$ cat src/rtl/wb_timer.sv
// wb_timer: Wishbone pipelined responder with a prescaled 32-bit counter,
// compare match, overflow detection and a registered level interrupt.
module wb_timer #(
   parameter int DW   = 32,
   parameter int AW   = 5,
   parameter int PS_W = 16
) (
   input  logic            wb_clk_i,
   input  logic            wb_rst_i,
   input  logic            wb_cyc_i,
   input  logic            wb_stb_i,
   input  logic            wb_we_i,
   input  logic [AW-1:0]   wb_adr_i,
   input  logic [DW-1:0]   wb_dat_i,
   input  logic [DW/8-1:0] wb_sel_i,
   output logic [DW-1:0]   wb_dat_o,
   output logic            wb_ack_o,
   output logic            wb_err_o,
   output logic            wb_stall_o,
   output logic            irq_o
);
   logic [3:0]      ctrl, ctrl_n;
   logic [PS_W-1:0] prescale, prescale_n, pc, pc_n;
   logic [31:0]     count, count_n, compare, compare_n, rd, mask, dat_q;
   logic [1:0]      status, status_n, clr;
   logic [2:0]      idx;
   logic            acc, mapped, wr, tick, match, ovf;
   logic            ack_q, err_q, stall_q, irq_q;
   logic            unused;

   assign idx    = wb_adr_i[4:2];
   assign unused = ^wb_adr_i[1:0];
   assign mapped = idx <= 3'd4;
   assign acc    = wb_cyc_i & wb_stb_i & ~stall_q;
   assign wr     = acc & wb_we_i;
   assign mask   = {{8{wb_sel_i[3]}}, {8{wb_sel_i[2]}}, {8{wb_sel_i[1]}}, {8{wb_sel_i[0]}}};

   assign tick  = ctrl[0] & (pc == prescale);
   assign match = tick & (count == compare);
   // An auto-reloading match on the all-ones value goes to 0 without counting as an overflow.
   assign ovf   = tick & (&count) & ~(match & ctrl[1]);

   assign rd = idx == 3'd0 ? {28'b0, ctrl} :
               idx == 3'd1 ? 32'(prescale) :
               idx == 3'd2 ? count :
               idx == 3'd3 ? compare :
               idx == 3'd4 ? {30'b0, status} : '0;

   always_comb begin
      ctrl_n     = wr && idx == 3'd0 ? (ctrl & ~mask[3:0]) | (wb_dat_i[3:0] & mask[3:0]) : ctrl;
      prescale_n = wr && idx == 3'd1 ? (prescale & ~mask[PS_W-1:0]) | (wb_dat_i[PS_W-1:0] & mask[PS_W-1:0]) : prescale;
      compare_n  = wr && idx == 3'd3 ? (compare & ~mask) | (wb_dat_i & mask) : compare;
      count_n    = wr && idx == 3'd2 ? (count & ~mask) | (wb_dat_i & mask) :
                   tick ? (match && ctrl[1] ? '0 : count + 32'd1) : count;
      pc_n       = wr && (idx == 3'd1 || idx == 3'd2) ? '0 :
                   tick ? '0 : ctrl[0] ? pc + 1'b1 : pc;
      clr        = wr && idx == 3'd4 && wb_sel_i[0] ? wb_dat_i[1:0] : 2'b00;
      status_n   = (status & ~clr) | {ovf, match};
   end

   always_ff @(posedge wb_clk_i) begin
      if (wb_rst_i) begin
         ctrl     <= '0;
         prescale <= '0;
         pc       <= '0;
         count    <= '0;
         compare  <= '1;
         status   <= '0;
         ack_q    <= 1'b0;
         err_q    <= 1'b0;
         dat_q    <= '0;
         irq_q    <= 1'b0;
         stall_q  <= 1'b1;
      end else begin
         ctrl     <= ctrl_n;
         prescale <= prescale_n;
         pc       <= pc_n;
         count    <= count_n;
         compare  <= compare_n;
         status   <= status_n;
         ack_q    <= acc & mapped;
         err_q    <= acc & ~mapped;
         dat_q    <= acc && !wb_we_i && mapped ? rd : '0;
         irq_q    <= (status[0] & ctrl[2]) | (status[1] & ctrl[3]);
         stall_q  <= 1'b0;
      end
   end

   // Dropping cyc during the response cycle aborts the pending termination.
   assign wb_ack_o   = ack_q & wb_cyc_i;
   assign wb_err_o   = err_q & wb_cyc_i;
   assign wb_dat_o   = wb_ack_o ? dat_q : '0;
   assign wb_stall_o = stall_q;
   assign irq_o      = irq_q;
endmodule

$ cat config.mk
export PLATFORM = sky130hd
export DESIGN_NAME = wb_timer
export DESIGN_NICKNAME = d
export VERILOG_FILES = /design/src/rtl/wb_timer.sv
export SDC_FILE = /design/constraint.sdc
export NUM_CORES = 1
export LEC_CHECK = 0
export BUFFER_PORTS_ARGS = -buffer_cell sky130_fd_sc_hd__buf_2
export CAP_MARGIN = 20
export CORE_MARGIN = 10
export CORE_UTILIZATION = 55
export CTS_CLUSTER_SIZE = 30
export DETAILED_ROUTE_END_ITERATION = 8
export GPL_ROUTABILITY_DRIVEN = 0
export PLACE_DENSITY = 0.74
export SLEW_MARGIN = 40
export SYNTH_ARGS = -nofsm -noshare
export SYNTH_HDL_FRONTEND = slang
export SYNTH_SLANG_ARGS = --single-unit
$ cat constraint.sdc
create_clock -name wb_clk_i -period 4.85 [get_ports wb_clk_i]
set_input_delay 0 -clock wb_clk_i [delete_from_list [all_inputs] [get_ports wb_clk_i]]
set_output_delay 0 -clock wb_clk_i [all_outputs]
set_load 0.03 [all_outputs]
==> flow_metrics.py, run 1 <==
metrics = {
    "clocking": {
        "clockBufferDepth": 2,
        "cts.sinks": 138,
        "htreeDepth": 4,
        "numCtsBuffers": 17,
        "insertion_delay_ps": 440,
        "path_clk_slew_ps": 60,
        "clockRootBuffer": "clkbuf_16",
        "cts_tree": "done",
    },
    "global_route": {
        "grt_overflow": 0,
        "track_usage_pct": 24.3,
        "grt_pass1_wl_um": 34700,
        "grt_max_degree": 48,
        "antenna_found_initial": 0,
        "grt_pass1_vias": 6468,
    },
    "floorplan": {
        "start_util_pct": 57.0,
        "die_h_um": 132,
        "dieArea_sq_um": 17500,
        "num_rows": 40,
        "ios": 82,
        "core_area_sq_um": 12200,
        "die_x_um": 132,
    },
    "place": {
        "io_buffers": 79,
        "dp_hpwl_um": 15000,
    },
    "yosys": {
        "ys_seq_area_share_pct": 39.8,
        "yosys_warnings": 0,
        "synth_area_sq_um": 6940,
        "async_flop_share_pct": 0,
        "synthCells": 867,
        "synthTopCellsByArea": "dfxtp_1 (40%), nand2_1 (7.7%), xor2_1 (7.6%), nor2_1 (5.0%), and3_1 (4.2%)",
        "synth_edf_count": 0,
        "synthDominantCellAreaShare_pct": 39.8,
        "ys.flop_type": "dfxtp_1",
        "ys_types": 58,
        "ys_ff_latch": 138,
        "yosysTopAreaCell": "dfxtp_1",
        "avgSynthCellArea_sq_um": 8.00,
        "synth_nets": 915,
    },
    "sta": {
        "setup_viol_count_final": 0,
        "fin_crit_ps": 2930,
        "hold_viol_final": 0,
        "slew_headroom_pct": 42.9,
        "fin_skew_ps": 9.52,
        "fmax_ghz": 0.342,
        "worst_pin_slew_ps": 849,
        "drv_slew": 0,
        "rsz0062_at_grt": "no",
        "tns_ps": 0,
        "finalCritPeriodShare_pct": 60.4,
    },
    "final_layout": {
        "final_nets": 1005,
        "syn2layout_area_growth_pct": 21.3,
        "drive_gt1_share_pct": 14.3,
        "diodes": 0,
    },
    "routing": {
        "ant_nets": 0,
        "drt_iter0_markers": 800,
        "wl_um": 21800,
        "drcViolationCount": 0,
        "vias": 6968,
        "wl_per_cell_um": 19.2,
        "viasPerCell": 6.12,
        "dr.pass1.iters": 5,
    },
    "pwr": {
        "power.density_nw_per_um2": 324,
        "p_comb_share_pct": 6.3,
        "total_power_uw": 2730,
        "switching_power_uw": 618,
        "clockPowerShare_pct": 51.2,
        "internal_power_uw": 2110,
        "p_leak_uw": 0.00368,
        "pwr-share-seq_pct": 42.5,
        "peakVddDrop_uv": 206,
        "power.share.switching_pct": 22.6,
    },
    "worst_setup_path": {
        "crit_required_ps": 5140,
        "arrival_ps": 3220,
        "endpoint_kind": "flop",
        "critPathKind": "flop to flop",
        "crit_fanout": 24,
        "worstSetupStartpointType": "flop",
    },
    "min_path": {
        "worstHoldPathType": "input port to flop",
    },
    "outcome": {
        "status": "complete, no violations",
    },
    "run": {
        "cap_viol_max_count": 0,
    },
}
==> power by group through the flow <==
stage                     logic [uW]  clock network, uW  registers, uW
after floorplan                 83.3                  0           1180
after global routing             184               1450           1160
after global placement           137                  0           1180
final                            172               1400           1160
after detailed placement         141                  0           1180
after CTS                        165               1400           1160
==> routing by layer <==
layer | vias to the layer above | share of wire (%) | global-route usage (%)
met5 | - | 0 | 0
met4 | 0 | 3.0 | 8.74
met3 | 64 | 11 | 8.31
met2 | 414 | 43 | 36.2
met1 | 3253 | 42 | 31.8
li1 | 3237 | - | -
==> cell usage in the layout, fill, tap and decap left out, types with 5 or more instances in the layout <==
cell type / netlist / final
inv_1: 14 / 13
a21oi_1: 37 / 37
nand4_1: 11 / 11
dfxtp_1: 138 / 138
o21ai_0: 35 / 35
nand3_1: 53 / 53
nor3_1: 11 / 10
xnor2_1: 10 / 10
and3_1: 47 / 47
a22oi_1: 38 / 38
dlygate4sd3_1: 0 / 38
a211oi_1: 11 / 11
mux2i_1: 19 / 19
nand2_1: 143 / 143
o22ai_1: 5 / 5
o32ai_1: 5 / 5
mux2_2: 7 / 7
and2_1: 6 / 6
clkbuf_16: 0 / 17
nor2_1: 93 / 93
xor2_1: 60 / 60
nor4_1: 14 / 13
buf_2: 5 / 79
==> logic make-up after synthesis <==
group,count (synthesis),share of synthesized area (%)
compound gates,162,15.4
buf+inv,65,3.93
flops,138,39.8
xor+xnor,70,8.84
mux,26,3.88
fa+ha+maj,2,0.361
simple gates,404,27.7
==> worst max-delay path, stage by stage, from the launching register on <==
cell      delay, ps
dfxtp_1         350
xor2_1          190
nor4_1          630
nand3_1         240
nor4_4          520
nor2_4          190
buf_16          220
a221oi_1        340
nor3_1          100
==> per-stage QoR <==
stage	hold WS (ps)	cells	setup slack, ps	area [sq um]	util [%]
after detailed placement	230	1067	1860	7370	60.6
final	29.7	1138	1920	8420	69.2
after CTS	15.7	1137	1930	8380	68.9
after global routing	36.0	1138	1740	8420	69.2
after floorplan	27.7	867	2720	6940	-
after global placement	225	1067	1980	7360	60.5
==> layout make-up <==
type,count,area [sq um]
clock buffer,21,470
clock inverter,11,166
fill,974,3750
inverter,14,52.6
multi-input combinational,664,3920
sequential,138,2760
tap,168,210
timing repair buffer,122,833
==> what timing repair did <==
action,in CTS,in global routing
hold buffers,38,0
gates resized for setup,0,0
buffers inserted,0,0
endpoints found under the hold margin,85,0
==> Yosys cell counts, types with 3 or more instances <==
| master | instances |
|---|---|
| o21ai_0 | 35 |
| nor3_1 | 11 |
| o31ai_1 | 3 |
| mux2i_1 | 19 |
| a31oi_1 | 3 |
| nor2b_1 | 5 |
| buf_6 | 3 |
| nand3_1 | 53 |
| a211oi_1 | 11 |
| nor2_1 | 93 |
| and2_1 | 6 |
| o22ai_1 | 5 |
| clkbuf_1 | 40 |
| o32ai_1 | 5 |
| nor4_1 | 14 |
| buf_2 | 5 |
| nand4_1 | 11 |
| mux2_2 | 7 |
| a21oi_1 | 37 |
| xor2_1 | 60 |
| inv_1 | 14 |
| dfxtp_1 | 138 |
| buf_1 | 3 |
| and4_1 | 4 |
| a22oi_1 | 38 |
| a32oi_1 | 4 |
| a221oi_1 | 4 |
| xnor2_1 | 10 |
| and3_1 | 47 |
| nand2_1 | 143 |
==> path summary, 6_finish.rpt <==
kind / to / from / slack (ps) / depth (start not counted)
max: flop / pc[1] / 1920 / 8
min: dat_q[3] / wb_adr_i[4] / 30 / 4
max reg2reg: flop / pc[1] / 1920 / 8
min reg2reg: flop / flop / 490 / 2
Power figures use the tool's default switching activity.
==> run 2, diff against run 1 <==
ABC_AREA = 1   (was not set)
PLACE_DENSITY = 0.73   (was 0.74)
clock period = 2.7 ns   (was 4.85 ns; I/O delays follow)
==> flow_metrics.py, run 2 <==
metrics = {
    "yosys": {
        "ys.flop_type": "dfxtp_1",
        "ys_seq_area_share_pct": 34.2,
        "ys_ff_latch": 138,
        "yosysMostFrequentCell": "nand2_1",
        "ys_types": 42,
        "netlist_top_cells_count": "nand2_1 (362), nor2_1 (219), inv_1 (168), dfxtp_1 (138), a21oi_1 (67)",
        "synth_nets": 1335,
        "yosys_warnings": 0,
        "avgSynthCellArea_sq_um": 6.29,
        "synthCells": 1287,
        "synthDominantCellAreaShare_pct": 34.2,
        "synth_edf_count": 0,
        "synth_area_sq_um": 8090,
        "yosysTopAreaCell": "dfxtp_1",
        "async_flop_share_pct": 0,
        "synthTopCellsByArea": "dfxtp_1 (34%), nand2_1 (17%), nor2_1 (10%), inv_1 (7.8%), a21oi_1 (4.1%)",
    },
    "worst_setup_path": {
        "worstSetupStartpointType": "flop",
        "crit_fanout": 16,
        "crit_path_frequent_cell": "nor2_1",
        "slowest_stage": "nand2_1",
        "path_cells": "nor2_1 -> nand2_1 -> nor2_1 -> inv_1 -> a21oi_2 -> nand2_1 -> nor2_1 -> nand2_1 -> nor2_1",
        "arrival_ps": 2430,
        "ff2ff_setup_slack_ps": 610,
        "worstReg2RegEnd": "dat_q[22]",
        "crit_family": "simple AND/OR/NAND/NOR gates",
        "endpoint_kind": "flop",
        "r2r-start": "wb_stall_o",
        "crit_required_ps": 3040,
        "critPathKind": "flop to flop",
        "r2r_cells": 9,
        "critical_path_buf_inv_count": 1,
        "cpPeakStageDelay_ps": 510,
    },
    "pwr": {
        "clockPowerShare_pct": 48.1,
        "internal_power_uw": 3420,
        "switching_power_uw": 1050,
        "pwr-share-seq_pct": 46.0,
        "p_comb_share_pct": 5.9,
        "power.density_nw_per_um2": 472,
        "peakVddDrop_uv": 387,
        "total_power_uw": 4480,
        "power.share.switching_pct": 23.5,
        "p_leak_uw": 0.00421,
    },
    "sta": {
        "drv_slew": 0,
        "slew_headroom_pct": 51.1,
        "rsz0062_at_grt": "no",
        "setup_ws_ps": 607,
        "fin_skew_ps": 8.76,
        "fin_crit_ps": 2090,
        "whs_ps": 36.7,
        "setup_viol_count_final": 0,
        "worst_pin_slew_ps": 731,
        "tns_ps": 0,
        "finalCritPeriodShare_pct": 77.5,
        "fmax_ghz": 0.478,
        "hold_viol_final": 0,
    },
    "min_path": {
        "min_delay_worst_endpoint": "err_q",
        "holdPathStages": 4,
        "worstHoldPathType": "input port to flop",
        "hp-start": "wb_adr_i[3]",
    },
    "global_route": {
        "met3_usage_pct": 4.94,
        "grt_max_degree": 37,
        "track_usage_pct": 23.7,
        "antenna_found_initial": 0,
        "grt_pass1_vias": 7772,
        "use_met2_pct": 36.8,
        "grt_overflow": 0,
        "grt.busiest_layer": "met2",
        "gr-usage-met1_pct": 32.2,
        "grt_pass1_wl_um": 38700,
    },
    "floorplan": {
        "start_util_pct": 55.9,
        "die_h_um": 141,
        "core_area_sq_um": 14500,
        "num_rows": 44,
        "die_x_um": 141,
        "dieArea_sq_um": 20000,
        "ios": 82,
    },
    "clocking": {
        "clockRootBuffer": "clkbuf_16",
        "path_clk_slew_ps": 50,
        "numCtsBuffers": 17,
        "cts_tree": "done",
        "insertion_delay_ps": 430,
        "htreeDepth": 4,
        "ctsResizeCount": 0,
        "clockBufferDepth": 2,
        "cts.sinks": 138,
    },
    "place": {
        "post-place-ws_ps": 633,
        "dp_hpwl_um": 17400,
        "io_buffers": 79,
    },
    "final_layout": {
        "diodes": 0,
        "final_cell_mix": "nand2_1 (362), nor2_1 (219), inv_1 (168), dfxtp_1 (138), buf_2 (79)",
        "n_fill_cell": 1358,
        "layout_commonest_cell": "nand2_1",
        "drive_gt1_share_pct": 13.2,
        "syn2layout_area_growth_pct": 17.2,
        "final_nets": 1442,
    },
    "routing": {
        "wl_per_cell_um": 14.8,
        "viasPerCell": 5.32,
        "dr.pass1.iters": 8,
        "drcViolationCount": 0,
        "drt_iter0_markers": 813,
        "ant_nets": 0,
        "wl_um": 23600,
        "vias": 8451,
    },
    "run": {
        "cap_viol_max_count": 0,
    },
    "outcome": {
        "status": "complete, no violations",
    },
}
## run 2: cell types whose count changed in the layout (fill, tap and decap cells not counted), moves of 13 or more
cell / change
a21oi_1: +30
a22oi_1: -22
and3_1: -46
inv_1: +155
mux2i_1: -19
nand2_1: +219
nand3_1: -24
nor2_1: +126
nor3_1: +17
o211ai_1: +18
o21ai_0: +13
xor2_1: -29
## run 2: layout make-up
class / instances / area, sq um / share of cell area, %
Tap cell: 184 / 230 / 2.43
Clock buffer: 22 / 454 / 4.79
Multi-Input combinational cell: 927 / 4420 / 46.6
Inverter: 182 / 686 / 7.23
Sequential cell: 138 / 2760 / 29.1
Timing Repair Buffer: 128 / 853 / 9.00
Clock inverter: 8 / 73.8 / 0.779
## run 2: logic make-up after synthesis
family,Yosys count,share of synthesized area [%]
AND/OR/NAND/NOR,700,36.6
adder cells (fa/ha/maj),2,0.309
AO/OA/AOI/OAI,193,14.3
buffers and inverters,222,11.2
XOR/XNOR,32,3.46
flip-flops,138,34.2
## run 2: per-layer routing
layer	wire, um	part of all wire [%]	vias up
li1	-	-	4273
met1	10900	46	3831
met2	10500	44	319
met3	1900	8.0	28
met4	307	1.3	0
met5	0	0	-
## run 2: power by group through the flow
stage / clock [uW] / sequential [uW] / combinational (uW)
6_report: 2150 / 2060 / 264
5_1_grt: 2250 / 2060 / 291
4_1_cts: 2160 / 2060 / 261
3_5_place_dp: 0 / 2110 / 221
3_3_place_gp: 0 / 2110 / 219
2_1_floorplan: 0 / 2100 / 131
## run 2: worst max path at each step
| stage | from | to | slack, ps | depth (start not counted) |
|---|---|---|---|---|
| final | wb_stall_o | dat_q[22] | 610 | 9 |
| after global routing | flop | flop | 360 | 7 |
| after CTS | wb_stall_o | dat_q[22] | 630 | 9 |
| after detailed placement | wb_stall_o | dat_q[22] | 630 | 9 |
| after global placement | wb_stall_o | flop | 690 | 10 |
| after floorplan | flop | flop | 1080 | 11 |
## run 2: timing repair
item,4_1_cts,5_1_grt
hold buffers,36,0
hold endpoints to repair,72,0
setup buffers,0,0
## run 2: worst reg2reg max path: cells and delay by family (launching register included)
family | cells | cell delay, ps
simple gates | 7 | 1530
flops | 1 | 300
compound gates | 1 | 110
buf+inv | 1 | 60
## run 2: per-stage QoR
step | util, % | cell area (sq um) | cells
after floorplan | - | 8090 | 1287
after global placement | 59.3 | 8590 | 1523
after detailed placement | 59.3 | 8590 | 1523
after CTS | 65.5 | 9480 | 1589
after global routing | 65.5 | 9480 | 1589
final | 65.5 | 9480 | 1589
